**src/rtl/sprite_seq_pkg.sv**
```systemverilog
// Shared definitions for the sprite draw sequencer and the sprite engines that feed it.
package sprite_seq_pkg;

   localparam logic [1:0] IDLE    = 2'd0;
   localparam logic [1:0] STREAM  = 2'd1;
   localparam logic [1:0] RELEASE = 2'd2;

   localparam int MODE_FIXED = 0;
   localparam int MODE_RR    = 1;

   // Coordinate/colour widths of the VGA adapter, shared with player/alien/bullet modules
   localparam int DEF_X_W = 9;
   localparam int DEF_Y_W = 8;
   localparam int DEF_C_W = 3;

endpackage

```
**src/rtl/seq_arbiter.sv**
```systemverilog
// Combinational winner select over the pending channels: fixed priority or
// round-robin starting just after the last granted channel.
module seq_arbiter import sprite_seq_pkg::*; #(
   parameter int NUM_CH = 4,
   parameter int MODE   = MODE_RR,
   localparam int P_W   = $clog2(NUM_CH)
) (
   input  logic [NUM_CH-1:0] pending_i,
   input  logic [P_W-1:0]    last_i,
   output logic [NUM_CH-1:0] win_o,
   output logic              any_o
);

   logic           found;
   logic [P_W-1:0] idx;

   always_comb begin
      win_o = '0;
      found = 1'b0;
      idx   = '0;
      any_o = |pending_i;
      if (MODE == MODE_FIXED) begin
         for (int i = 0; i < NUM_CH; i++) begin
            if (!found && pending_i[i]) begin
               win_o[i] = 1'b1;
               found    = 1'b1;
            end
         end
      end else begin
         // k runs 1..NUM_CH so the last winner is visited last
         for (int k = 1; k <= NUM_CH; k++) begin
            idx = P_W'((int'(last_i) + k) % NUM_CH);
            if (!found && pending_i[idx]) begin
               win_o[idx] = 1'b1;
               found      = 1'b1;
            end
         end
      end
   end

endmodule

```
**src/rtl/sprite_draw_sequencer.sv**
```systemverilog
// Hands the single VGA plot port to one sprite engine at a time, muxes its
// pixel stream through a register stage and forces release on a hung engine.
module sprite_draw_sequencer import sprite_seq_pkg::*; #(
   parameter int NUM_CH      = 4,
   parameter int X_W         = DEF_X_W,
   parameter int Y_W         = DEF_Y_W,
   parameter int C_W         = DEF_C_W,
   parameter int MODE        = MODE_RR,
   parameter int TIMEOUT_CYC = 4096
) (
   input  logic                    CLOCK_50,
   input  logic                    reset,
   input  logic [NUM_CH-1:0]       req,
   input  logic [NUM_CH*X_W-1:0]   ch_x,
   input  logic [NUM_CH*Y_W-1:0]   ch_y,
   input  logic [NUM_CH*C_W-1:0]   ch_colour,
   input  logic [NUM_CH-1:0]       ch_valid,
   input  logic [NUM_CH-1:0]       ch_fin,
   output logic [NUM_CH-1:0]       grant,
   output logic [X_W-1:0]          x,
   output logic [Y_W-1:0]          y,
   output logic [C_W-1:0]          colour,
   output logic                    plot,
   output logic                    busy,
   output logic                    timeout_err
);

   localparam int P_W  = $clog2(NUM_CH);
   localparam int WD_W = $clog2(TIMEOUT_CYC);
   localparam logic [WD_W-1:0] WD_MAX = WD_W'(TIMEOUT_CYC - 1);

   logic [1:0]        state_q, state_d;
   logic [NUM_CH-1:0] pend_q, pend_d, grant_q, grant_d;
   logic [X_W-1:0]    x_q, x_d;
   logic [Y_W-1:0]    y_q, y_d;
   logic [C_W-1:0]    c_q, c_d;
   logic              plot_q, plot_d, terr_q, terr_d;
   logic [WD_W-1:0]   wd_q, wd_d;
   logic [P_W-1:0]    last_q, last_d;

   logic [NUM_CH-1:0] win;
   logic              any_pend;
   logic [P_W-1:0]    g_idx, win_idx;
   logic              sel_valid, sel_fin, wd_hit;

   seq_arbiter #(.NUM_CH(NUM_CH), .MODE(MODE)) u_arb (
      .pending_i (pend_q),
      .last_i    (last_q),
      .win_o     (win),
      .any_o     (any_pend)
   );

   always_comb begin
      g_idx   = '0;
      win_idx = '0;
      for (int i = 0; i < NUM_CH; i++) begin
         if (grant_q[i]) g_idx   = P_W'(i);
         if (win[i])     win_idx = P_W'(i);
      end
   end

   assign sel_valid = ch_valid[g_idx];
   assign sel_fin   = ch_fin[g_idx];
   assign wd_hit    = (wd_q == WD_MAX);

   always_ff @(posedge CLOCK_50) begin
      if (!reset) state_q <= IDLE;
      else        state_q <= state_d;
   end

   always_comb begin
      state_d = state_q;
      case (state_q)
         IDLE:    if (any_pend) state_d = STREAM;
         STREAM:  if (sel_fin || wd_hit) state_d = RELEASE;
         RELEASE: state_d = IDLE;
         default: state_d = IDLE;
      endcase
   end

   always_comb begin
      pend_d  = pend_q | req;
      grant_d = grant_q;
      x_d     = x_q;
      y_d     = y_q;
      c_d     = c_q;
      plot_d  = 1'b0;
      wd_d    = '0;
      terr_d  = terr_q;
      last_d  = last_q;
      case (state_q)
         IDLE: begin
            if (any_pend) begin
               grant_d = win;
               // a request landing on its own grant edge re-queues the channel
               pend_d  = (pend_q & ~win) | req;
               last_d  = win_idx;
            end
         end
         STREAM: begin
            plot_d = sel_valid;
            if (sel_valid) begin
               x_d = ch_x[g_idx*X_W +: X_W];
               y_d = ch_y[g_idx*Y_W +: Y_W];
               c_d = ch_colour[g_idx*C_W +: C_W];
            end
            wd_d = wd_q + WD_W'(1);
            if (wd_hit && !sel_fin) terr_d = 1'b1;
         end
         RELEASE: grant_d = '0;
         default: grant_d = '0;
      endcase
   end

   always_ff @(posedge CLOCK_50) begin
      if (!reset) begin
         pend_q  <= '0;
         grant_q <= '0;
         x_q     <= '0;
         y_q     <= '0;
         c_q     <= '0;
         plot_q  <= 1'b0;
         wd_q    <= '0;
         terr_q  <= 1'b0;
         last_q  <= P_W'(NUM_CH - 1);
      end else begin
         pend_q  <= pend_d;
         grant_q <= grant_d;
         x_q     <= x_d;
         y_q     <= y_d;
         c_q     <= c_d;
         plot_q  <= plot_d;
         wd_q    <= wd_d;
         terr_q  <= terr_d;
         last_q  <= last_d;
      end
   end

   assign grant       = grant_q;
   assign x           = x_q;
   assign y           = y_q;
   assign colour      = c_q;
   assign plot        = plot_q;
   assign busy        = |grant_q;
   assign timeout_err = terr_q;

endmodule

```
**config.mk**
```make
export PLATFORM = sky130hd
export DESIGN_NAME = sprite_draw_sequencer
export DESIGN_NICKNAME = d
export VERILOG_FILES = /design/src/rtl/sprite_seq_pkg.sv /design/src/rtl/seq_arbiter.sv /design/src/rtl/sprite_draw_sequencer.sv
export SDC_FILE = /design/constraint.sdc
export NUM_CORES = 1
export LEC_CHECK = 0
export BUFFER_PORTS_ARGS = -buffer_cell sky130_fd_sc_hd__buf_2
export CAP_MARGIN = 30
export CORE_MARGIN = 1
export CORE_UTILIZATION = 44
export DETAILED_ROUTE_END_ITERATION = 6
export PLACE_DENSITY = 0.74
export SLEW_MARGIN = 10
export SYNTH_ARGS = -nofsm -noshare
export SYNTH_HDL_FRONTEND = slang
export SYNTH_HIERARCHICAL = 1
export SYNTH_SLANG_ARGS = --single-unit
```
**constraint.sdc**
```tcl
create_clock -name CLOCK_50 -period 5.8 [get_ports CLOCK_50]
set_input_delay 0.58 -clock CLOCK_50 [delete_from_list [all_inputs] [get_ports CLOCK_50]]
set_output_delay 0.58 -clock CLOCK_50 [all_outputs]
set_load 0.02 [all_outputs]
```
=== After elaboration in Yosys (flattened, before gate mapping) ===
Index checks and enable logic that the tools add are counted.

* Mux-type cells: 40
* Bitwise operators: 8
* $mul: 2
* Shifts and indexed selects: 3
* Reduce and logical (&&, ||, !) cells: 22
* $lt $le $gt $ge: 9
* Eq/ne operators: 4
* Add/subtract/negate cells: 5
* Div/mod/pow operators: 0

{| class="wikitable"
|+ Operators by type and width
! operator !! count
|-
| variable part select 36 x 7 -> 9 bit || 1
|-
| variable part select 32 x 6 -> 8 bit || 1
|-
| 2-to-1 mux 4 bit || 7
|-
| bitwise OR 4 bit || 5
|-
| < comparator 2 x 3 -> 1 bit, second input constant || 5
|-
| 2-to-1 mux 1 bit || 15
|-
| adder 12 x 1 -> 12 bit, second input constant || 1
|-
| binary-select mux 1 bit (select 2 bit) || 6
|-
| == test 12 bit, second input constant || 1
|-
| 2-to-1 mux 2 bit || 6
|-
| AND reduction 2 bit || 6
|-
| variable part select 12 x 5 -> 3 bit || 1
|-
| demux 1 bit (select 2 bit) || 4
|-
| >= comparator 2 x 1 -> 1 bit, second input constant || 4
|-
| logical AND 1 bit || 8
|-
| case mux 4 bit (2 select lines) || 1
|-
| OR reduction 4 bit || 2
|-
| multiplier 2 x 4 -> 6 bit, second input constant || 1
|-
| adder 2 x 1 -> 2 bit, second input constant || 2
|-
| adder 2 bit, second input constant || 2
|-
| AND 4 bit || 1
|-
| zero test 1 bit || 4
|-
| multiplier 2 x 2 -> 4 bit, second input constant || 1
|-
| inequality test 2 bit, second input constant || 2
|-
| 6 further kinds || 6
|}

* Word-level logic and storage cells: 103
* Memories: 0
* RAM bits: 0
* Bits in latches: 0
* ROM bits: 0
* Register bits after elaboration: 46

=== Logic depth before layout (Yosys ltp) ===
* Word-level depth: 18
* Mapped depth: 10

=== By module ===
The synthesis kept the hierarchy.

{| class="wikitable"
|+ By module, submodules not included
! module !! cells each !! times used !! area each (um^2)
|-
| sprite_draw_sequencer || 278 || 1 || 2583.7
|-
| seq_arbiter || 39 || 1 || 365.4
|}

=== Worst setup path before layout ===
OpenSTA, ideal clock, no wires.

* Path kind: reg2reg
* From: register last_q[0]
* To: register pend_q[2]
* Required time: 5685 ps
* Buffers on the path: 0
* Data arrival time: 2375 ps
* Cell stages (with the launch flop): 9
* Library setup time: 115 ps
* Path slack: 3310 ps
* Clock period less this slack: 2490 ps
* Path through: dfxtp_1 -> inv_1 -> ha_1 -> mux4_1 -> nor4b_4 -> nand2_1 -> o211ai_1 -> a21boi_0 -> o21a_1

* Word-level cells in the longest chain between the ends: 18
* Elaborated cells on any way between the ends: 53
* Those cells by class: add/sub (4); order compare (8); mux (25); bitwise (6); reduce/logical (10)

{| class="wikitable"
|+ Ends and longest elaborated chain
! what !! line !! RTL
|-
| start, declared || sprite_draw_sequencer.sv:39 || <nowiki>logic [P_W-1:0] last_q, last_d;</nowiki>
|-
| start signal, assigned || sprite_draw_sequencer.sv:125 || <nowiki>last_q <= P_W'(NUM_CH - 1);</nowiki>
|-
| start signal, assigned || sprite_draw_sequencer.sv:135 || <nowiki>last_q <= last_d;</nowiki>
|-
| parallel branches: the longest is 12 deep, another holds < comparator 2 x 3 -> 1 bit || n/a ||
|-
| 2-to-1 mux 4 bit (*) || seq_arbiter.sv:33 || <nowiki>if (!found && pending_i[idx]) begin</nowiki>
|-
| via win[2] || sprite_draw_sequencer.sv:41 || <nowiki>logic [NUM_CH-1:0] win;</nowiki>
|-
| inverter 4 bit (*) || sprite_draw_sequencer.sv:96 || <nowiki>pend_d = (pend_q & ~win) | req;</nowiki>
|-
| AND 4 bit (*) || sprite_draw_sequencer.sv:96 ||
|-
| bitwise OR 4 bit (*) || sprite_draw_sequencer.sv:96 ||
|-
| 2-to-1 mux 4 bit (*) || sprite_draw_sequencer.sv:93 || <nowiki>if (any_pend) begin</nowiki>
|-
| 2-to-1 mux 4 bit (*) || sprite_draw_sequencer.sv:91 || <nowiki>case (state_q)</nowiki>
|-
| end signal, assigned || sprite_draw_sequencer.sv:127 || <nowiki>pend_q <= pend_d;</nowiki>
|-
| end, declared || sprite_draw_sequencer.sv:33 || <nowiki>logic [NUM_CH-1:0] pend_q, pend_d, grant_q, grant_d;</nowiki>
|}

Mark *: on every way through the listed nets, which the timed path passes. The select of a mux whose other input is x is not followed.
A chain may end at the register's enable or synchronous reset.

=== Worst setup path after layout ===
* From: register last_q[0]
* To: register last_q[0]

* Elaborated cells on any way between the ends: 51
* Those cells by class: add/sub (4); order compare (8); mux (26); bitwise (3); reduce/logical (10)

{| class="wikitable"
|+ RTL lines
! what !! line !! RTL
|-
| parallel branches: the longest is 12 deep, another holds < comparator 2 x 3 -> 1 bit || n/a ||
|-
| 2-to-1 mux 4 bit (*) || seq_arbiter.sv:33 ||
|-
| via win[2] || sprite_draw_sequencer.sv:41 ||
|-
| 2-to-1 mux 2 bit (*) (2 in series) || sprite_draw_sequencer.sv:58 || <nowiki>if (win[i]) win_idx = P_W'(i);</nowiki>
|}

Marks and branches as above.

==> results.cfg <==
[status]
run_status = finished with violations
violations = design-rule violations

[timing]
fin_tns_setup_ns = 0
grt_setup_unrepaired = no
slew_viol_final = 0
maxSlewHeadroom = 0.383
whs_ns = 0.455
worst_slack_ns = 2.95
worst-slew-pin-transition_ns = 0.923
setup_viol = 0
period_needed_ns = 2.85
fmax_mhz = 351
period_share = 0.491
fin_skew_ns = 0.00354
hold_viol = 0

[cells_and_area]
diodes = 0
layout_common_cells = buf_2 (120), dfxtp_1 (46), nand2_1 (29)
areaGrowthSynthToFinish_pct = 23.5
final_common_cell = buf_2
drive_above_1_share = 0.414
fin_nets = 527

[cts]
cts_hold_buf = 0
cts_resized = 0
cts_tree = built
clk_pin_slew_worst_paths_ns = 0.08
clock_sinks = 46
cts_max_level = 2
cts_made_buffers = 5
cts-root-buf = clkbuf_8
clk_latency_ns = 0.28
clockBufferDepth = 2
cts_setup_buffers = 0

[placed_design]
place.gp.congestion = 0.926
place.detailed.hpwl_um = 5490
dpl_worst_slack_ns = 2.98
io_buffers = 120

[detailed_routing]
via_per_inst = 5.51
via_count = 2754
post_drt_wl_per_cell_um = 14.7
drc_errors = 25
ant_nets = 0
wirelength_um = 7350
drtPass1Iterations = 7
detail_route.iter0.violations = 118

[yosys]
ys_top_cells_by_area = dfxtp_1 (31%), mux2i_1 (8.8%), mux2_2 (7.6%)
netlist_area_um2 = 2950
yosysUniqueCellTypes = 39
synth_enable_flop_cells = 0
syn_area_per_cell_um2 = 9.30
ys.flop_type = dfxtp_1
async_flop_share = 0
yosysTopAreaCellShare = 0.312
syn_inst = 317
ys_seq_area_frac = 0.312
ys_seq_elements = 46
synth_top_cell_by_area = dfxtp_1
ys.warnings.count = 6
syn_nets = 420

[grt]
grt_pass1_wl_um = 12000
grt_usage = 0.211
overflow = 0
antenna_found_initial = 0
grt_pass1_vias = 2653
grt_max_degree = 52

[worst_setup_path]
slowest_stage = mux4_1
worstSetupStartpointType = register
cp.required_ns = 5.92
endpoint_kind = register
path_cells = inv_1 -> ha_1 -> mux4_1 -> nor4b_4 -> nand2_1 -> o211ai_1 -> nor2b_1 -> o21ai_0 -> nand3_1
critPathKind = reg -> reg
path_buf_inv = 1
critPathMaxFanout = 10
cp_top_family = multiplexers
cp.arrival_ns = 2.97
slowest_delay_ns = 0.62

[die]
die_area_um2 = 7030
fp.dieW_um = 83.9
die_h_um = 83.9
ios = 121
initial_core_util = 0.459
rows = 29
coreArea_um2 = 6420

[power]
power.density_nw_per_um2 = 365
p_leak_nw = 1.50
design_power_total_w = 0.00133
worst_ir_drop_vdd_uv = 162

[run]
cap_violations = 0

[min_path]
hold_class = reg -> reg
[stage by stage]
| stage | instances | instance area [µm²] | utilization |
|---|---|---|---|
| floorplan | 317 | 2950 | - |
| global placement | 493 | 3540 | 0.552 |
| detailed placement | 494 | 3560 | 0.554 |
| CTS | 500 | 3640 | 0.567 |
| global route | 500 | 3640 | 0.567 |
| finish | 500 | 3640 | 0.567 |
[synthesized netlist by cell type (all sizes together) (6+ instances only)]
| cell type | n |
|---|---|
| a21oi | 11 |
| buf | 8 |
| clkbuf | 15 |
| dfxtp | 46 |
| ha | 9 |
| inv | 10 |
| mux2 | 20 |
| mux2i | 26 |
| nand2 | 29 |
| nand2b | 23 |
| nor2 | 12 |
| nor3b | 8 |
| o2111ai | 20 |
| o21ai | 6 |
| or3 | 6 |
| or3b | 20 |
[routing by layer]
metal | part of all wire | global-route usage | up-vias
met1 | 0.43 | 0.258 | 1283
met5 | 0 | 0 | -
met4 | 0.015 | 0.0643 | 0
li1 | - | - | 1372
met2 | 0.50 | 0.367 | 89
met3 | 0.061 | 0.0465 | 10
[final timing paths]
path | slack, ns | cells after the start | start | end
hold / removal | 0.45 | 2 | x[4]$_SDFFE_PN0P_ | x[4]$_SDFFE_PN0P_
setup reg to reg | 2.95 | 9 | last_q[0]$_SDFFE_PN1P_ | last_q[0]$_SDFFE_PN1P_
hold reg to reg | 0.45 | 2 | x[4]$_SDFFE_PN0P_ | x[4]$_SDFFE_PN0P_
setup / recovery | 2.95 | 9 | last_q[0]$_SDFFE_PN1P_ | last_q[0]$_SDFFE_PN1P_
[worst reg2reg max path: cells and delay by family, from the launching register on]
kind	cells	cell delay [ns]
AOI/OAI and AO/OA	2	0.37
adders and majority gates	1	0.35
buffers and inverters	1	0.17
DFF	1	0.57
muxes	1	0.62
and+or+nand+nor	4	0.60
[area by class of cell]
class | count | area, µm²
fillers | 598 | 2780
flip-flops and latches | 46 | 921
multi-input cells | 238 | 1870
inverters | 10 | 37.5
well taps | 77 | 96.3
repair buffers | 123 | 631
clock buffers | 6 | 82.6
[flip-flops by register name, summed over array words and instances (netlist names)]
name	cells
last_q	2
colour	3
wd_q	12
x	9
pend_q	4
timeout_err	1
y	8
plot	1
state_q	2
grant	4
[logic make-up (layout without fill, tap and decap cells)]
kind of cell,after synthesis,count (layout),synth area share
buffers and inverters,33,139,0.0522
xor gates and xnor gates,3,3,0.00891
AOI/OAI and AO/OA,57,57,0.148
and+or+nand+nor,119,119,0.243
muxes,50,50,0.198
DFF,46,46,0.312
adders and majority gates,9,9,0.0382
[report_power, final]
group	switching (W)	total (W)	leakage, nW	internal, W
logic	0.000371	0.000679	1.08	0.000308
clock network	0.0000952	0.000187	0.0431	0.0000920
registers	0.0000825	0.000463	0.375	0.000381
Note: power is estimated with default switching activity, not from simulation.
